<file path="src/rtl/run_ctrl.sv">
// run_ctrl: launch sequencer that clears data memory, accepts host preload
// beats, holds the core in reset for a few cycles, then times its run until
// DONE or until the cycle limit expires.
module run_ctrl #(
  parameter int          ADDR_W   = 8,
  parameter int          DATA_W   = 8,
  parameter int          HOLD_CYC = 2,
  parameter int          CNT_W    = 16,
  parameter int unsigned MAX_CYC  = 16'hFFFF
) (
  input  logic              CLK,
  input  logic              RESET,
  input  logic              GO,
  input  logic              pl_valid,
  input  logic [ADDR_W-1:0] pl_addr,
  input  logic [DATA_W-1:0] pl_data,
  input  logic              pl_last,
  output logic              pl_ready,
  output logic              dm_sel,
  output logic              dm_we,
  output logic [ADDR_W-1:0] dm_addr,
  output logic [DATA_W-1:0] dm_wdata,
  output logic              START,
  input  logic              DONE,
  output logic              busy,
  output logic              run_done,
  output logic              timeout,
  output logic [CNT_W-1:0]  cyc_cnt
);

  localparam int                HOLD_W    = (HOLD_CYC > 1) ? $clog2(HOLD_CYC) : 1;
  localparam logic [HOLD_W-1:0] HOLD_LAST = HOLD_W'(HOLD_CYC - 1);
  localparam logic [CNT_W-1:0]  CNT_LAST  = CNT_W'(MAX_CYC - 1);
  localparam logic [CNT_W-1:0]  CNT_LIMIT = CNT_W'(MAX_CYC);

  typedef enum logic [2:0] {
    IDLE,
    CLEAR,
    PRELOAD,
    HOLD,
    RUN,
    FIN,
    TMO
  } stateType;

  stateType          state;
  stateType          nextState;
  logic [ADDR_W-1:0] clrCnt;
  logic [ADDR_W-1:0] clrCntNext;
  logic [HOLD_W-1:0] holdCnt;
  logic [HOLD_W-1:0] holdCntNext;
  logic [CNT_W-1:0]  cycCntNext;
  logic              clrWe;

  // Next-state and counter update rules for the launch sequence
  always_comb begin
    nextState   = state;
    clrCntNext  = clrCnt;
    holdCntNext = holdCnt;
    cycCntNext  = cyc_cnt;
    case (state)
      IDLE, FIN, TMO: begin
        if (GO) begin
          nextState  = CLEAR;
          clrCntNext = '0;
        end
      end
      CLEAR: begin
        clrCntNext = clrCnt + 1'b1;
        if (clrCnt == '1) begin
          nextState = PRELOAD;
        end
      end
      PRELOAD: begin
        if (pl_valid && pl_last) begin
          nextState   = HOLD;
          holdCntNext = '0;
        end
      end
      HOLD: begin
        cycCntNext  = '0;
        holdCntNext = holdCnt + 1'b1;
        if (holdCnt == HOLD_LAST) begin
          nextState = RUN;
        end
      end
      RUN: begin
        if (DONE) begin
          nextState = FIN;
        end else if (cyc_cnt == CNT_LAST) begin
          cycCntNext = CNT_LIMIT;
          nextState  = TMO;
        end else begin
          cycCntNext = cyc_cnt + 1'b1;
        end
      end
      default: begin
        nextState = IDLE;
      end
    endcase
  end

  // State, counters and the registered status outputs, all decoded from the next state so they change cleanly on the edge
  always_ff @(posedge CLK) begin
    if (RESET) begin
      state    <= IDLE;
      clrCnt   <= '0;
      holdCnt  <= '0;
      cyc_cnt  <= '0;
      clrWe    <= 1'b0;
      START    <= 1'b1;
      dm_sel   <= 1'b0;
      pl_ready <= 1'b0;
      busy     <= 1'b0;
      run_done <= 1'b0;
      timeout  <= 1'b0;
    end else begin
      state    <= nextState;
      clrCnt   <= clrCntNext;
      holdCnt  <= holdCntNext;
      cyc_cnt  <= cycCntNext;
      clrWe    <= (nextState == CLEAR);
      START    <= (nextState != RUN);
      dm_sel   <= (nextState == CLEAR) || (nextState == PRELOAD);
      pl_ready <= (nextState == PRELOAD);
      busy     <= (nextState inside {CLEAR, PRELOAD, HOLD, RUN});
      run_done <= (nextState == FIN);
      timeout  <= (nextState == TMO);
    end
  end

  // Write port: preload beats pass straight through, otherwise the clear sweep (address wraps back to 0 once the sweep ends)
  always_comb begin
    dm_we    = clrWe;
    dm_addr  = clrCnt;
    dm_wdata = '0;
    if (pl_ready) begin
      dm_we    = pl_valid;
      dm_addr  = pl_addr;
      dm_wdata = pl_data;
    end
  end

endmodule
</file>
<file path="config.mk">
export PLATFORM = sky130hd
export DESIGN_NAME = run_ctrl
export DESIGN_NICKNAME = d
export VERILOG_FILES = /design/src/rtl/run_ctrl.sv
export SDC_FILE = /design/constraint.sdc
export NUM_CORES = 1
export LEC_CHECK = 0
export CAP_MARGIN = 10
export CORE_MARGIN = 1.5
export CORE_UTILIZATION = 30
export DETAILED_ROUTE_END_ITERATION = 10
export HOLD_SLACK_MARGIN = 0.03
export PLACE_DENSITY = 0.66
export REMOVE_ABC_BUFFERS = 1
export SYNTH_ARGS = -nofsm -noshare
export SYNTH_HDL_FRONTEND = slang
export SYNTH_SLANG_ARGS = --single-unit
export TNS_END_PERCENT = 20
</file>
<file path="constraint.sdc">
create_clock -name CLK -period 5.26 [get_ports CLK]
set_input_delay 0.526 -clock CLK [delete_from_list [all_inputs] [get_ports CLK]]
set_output_delay 0.526 -clock CLK [all_outputs]
set_load 0.01 [all_outputs]
</file>
==> summary.md <==
| Metric | Value |
|---|---|
| Worst slew pin tran | `1.09 ns` |
| Clk slew on worst S/H paths | `0.07 ns` |
| Routed WL | `5000 µm` |
| Postcts setup bufs | `0` |
| # rows | `30` |
| Path type of the worst setup path | `flip-flop to output pin` |
| DR vias/cell | `5.01` |
| Adder-cell share of the synthesized area | `1.79%` |
| Initial DRC Count | `88` |
| Global route total overflow | `0` |
| Final Hold Viols | `0` |
| Gpl congestion | `0.839` |
| Design area | `0.00287 mm²` |
| GRT Resource Usage Total | `13.3%` |
| Max Cap Viol | `0` |
| Hold-fix buffers, CTS | `0` |
| Hold WS | `0.532 ns` |
| Largest family of logic cells by synthesized area | `simple AND/OR/NAND/NOR gates` |
| Cell at the root of the clock tree | `clkbuf_8` |
| Routed vias | `2014` |
| Layout cell share with drive strength beyond 1 | `14.1%` |
| Outcome | `completed` |
| First-pass GRT wire length | `8090 µm` |
| RSZ-0062 raised after global routing | `false` |
| Max_slew headroom | `27.4%` |
| # DRC | `0` |
| Vias in the first global route | `1782` |
| Worst vdd ir | `0.0685 mV` |
| Num CTS Buffers | `5` |
| Startpoint Class | `flip-flop` |
| Final setup viols | `0` |
| Achievable Freq | `0.428 GHz` |
| Crit Path Max Fanout | `18` |
| Post-synthesis simple-gate area fraction | `32.1%` |
| IO Pins | `61` |
| Area delta synth->final | `36.6%` |
| Worst min path class | `flip-flop to flip-flop` |
| Syn. warnings | `0` |
| Routed WL per cell | `12.4 µm` |
| Post-synthesis mux area share | `6.32%` |
| Max Slew Vio Count | `0` |
| DP HPWL | `3520 µm` |
| Synthesized flop and latch total | `35` |
| Die X-Extent | `86.6 µm` |
| Fin crit share | `44.5%` |
| CP Data Required Time | `4.73 ns` |
| Core area | `0.00679 mm²` |
| Cells after synthesis | `250` |
| Register area | `701 µm²` |
| Avg Inst Size Synth | `8.39 µm²` |
| Total Power | `0.000538 W` |
| Nets | `330` |
| Worst hold start | `cyc_cnt[0]$_SDFFE_PP0P_` |
| Post-CTS resize count | `0` |
| Placed inst area | `0.00277 mm²` |
| RR Startpoint | `state[1]$_SDFF_PP0_` |
| Num Clock Sinks | `35` |
| TritonCTS clock tree | `built` |
| Starting Density | `30.9%` |
| H-tree levels | `2` |
| Die Y | `86.6 µm` |
| Fill cells | `696` |
| Setup_tns | `0 ns` |
| Multi-input logic area | `0.00132 mm²` |
| Post-layout min period | `2.34 ns` |
| Input/output buffers | `60` |
| WP data arrival | `1.81 ns` |
| Die area | `0.00750 mm²` |
| Largest net degree at the start of global routing | `30` |
| Power Density | `188 mW/mm²` |
| Worst skew pair latency | `0.28 ns` |
| Post-synth cell types | `56` |
| Routed Antenna Nets | `0` |
| Clk buf depth | `2` |
| Synthesized cell area | `0.00210 mm²` |
| Drt first pass iters | `4` |
| Antenna Cells | `0` |
| Post-synthesis compound-gate area fraction | `21.3%` |
| Sequential area share after synthesis | `33.4%` |
| Final Skew | `0.00982 ns` |
| CP Launch Point | `pl_ready$_SDFF_PP0_` |
| Critical path endpoint category | `output pin` |
| Leak | `1.05 nW` |
| Antenna violations before repair | `0` |
| Post-Synth XOR/XNOR Area | `1.25%` |
==> worst max-delay path, cell delays in order (launching register included) <==
cell and delay (ns):
dfxtp_1 0.66, mux2_2 0.39, clkdlybuf4s50_1 0.48
==> Yosys cell counts, drive strengths merged <==
library cell,n,area (µm²)
clkbuf,7,26.3
o21ai,29,153
mux2,10,113
nor2,28,124
nand3,11,67.6
mux2i,2,20.0
a2bb2oi,1,8.76
a31oi,5,31.3
nand2,12,47.6
o311ai,1,8.76
nor3,9,55.1
a21oi,23,119
o32ai,1,16.3
inv,3,11.3
nand4,6,50.0
nor3b,4,46.3
and3,3,18.8
a221oi,1,26.3
or3,3,26.3
nor4,6,37.5
o22ai,1,6.26
dfxtp,35,701
nand2b,3,28.8
or2,2,15.0
xor2,3,26.3
ha,3,37.5
a21o,2,15.0
and4,1,8.76
or3b,1,8.76
a311oi,3,26.3
dlymetal6s2s,1,12.5
and2,13,82.6
or4,1,11.3
nor2b,5,38.8
o211a,2,20.0
a22o,1,8.76
a22oi,1,7.51
nand3b,1,7.51
buf,6,30.0
==> registers in the layout, indices dropped and copies added, names as in the netlist <==
name	flops
run_done	1
state	3
timeout	1
cyc_cnt	16
pl_ready	1
dm_sel	1
clrCnt	8
START	1
clrWe	1
holdCnt	1
busy	1
==> cells by family (layout without fill, tap and decap cells) <==
logic type                 Yosys count  after routing
and+or+nand+nor                    109            109
adders and majority gates            3              3
AOI/OAI and AO/OA                   71             71
muxes                               12             12
xor gates and xnor gates             3              3
buffers and inverters               17             73
DFF                                 35             35
==> routing by layer <==
| metal | vias to the layer above | GRT usage, % | wire, µm |
|---|---|---|---|
| met5 | - | 0 | 0 |
| met2 | 63 | 21.6 | 2200 |
| met1 | 924 | 17.0 | 2460 |
| met4 | 0 | 4.99 | 24 |
| met3 | 2 | 3.14 | 315 |
| li1 | 1025 | - | - |
==> cells in the final DEF (no fill, tap or decap), types with 2 or more instances in the layout <==
cell type / count
a21o_1: 2
a21oi_1: 22
a311oi_1: 3
a31oi_1: 5
and2_1: 12
and3_1: 3
buf_4: 2
clkbuf_8: 7
clkdlybuf4s50_1: 60
dfxtp_1: 35
ha_1: 3
inv_1: 3
mux2_2: 10
mux2i_1: 2
nand2_1: 11
nand3_1: 10
nand4_1: 4
nand4_2: 2
nor2_1: 26
nor2b_1: 4
nor3_1: 7
nor3_2: 2
nor3b_1: 2
nor4_1: 6
o211a_1: 2
o21ai_0: 17
o21ai_1: 10
o21ai_2: 2
or3_2: 2
xor2_1: 3
==> stage by stage <==
| step | cells | setup WS (ns) | util, % |
|---|---|---|---|
| CTS | 402 | 2.86 | 42.2 |
| detailed placement | 394 | 2.97 | 40.7 |
| floorplan | 236 | 3.04 | - |
| global placement | 394 | 2.99 | 40.7 |
| finish | 402 | 2.92 | 42.2 |
| global route | 402 | 2.79 | 42.2 |
==> final timing paths <==
| kind | end | slack (ns) | cells past startpoint |
|---|---|---|---|
| worst max-delay path | dm_addr[5] | 2.92 | 2 |
| worst min-delay path | cyc_cnt[0]$_SDFFE_PP0P_ | 0.53 | 2 |
| worst max register to register | cyc_cnt[15]$_SDFFE_PP0P_ | 3.25 | 6 |
| worst min register to register | cyc_cnt[0]$_SDFFE_PP0P_ | 0.53 | 2 |
==> report_power, final <==
part / internal, W / switching [W]
Combinational: 0.0000313 / 0.0000216
Clock: 0.000120 / 0.0000933
Sequential: 0.000269 / 0.00000397
==> area by class of cell <==
class,count,area share [%]
Multi-Input combinational cell,198,46.0
Sequential cell,35,24.5
Timing Repair Buffer,62,21.5
Tap cell,96,4.19
Clock buffer,8,3.49
Inverter,3,0.393
Power figures use the tool's default switching activity.
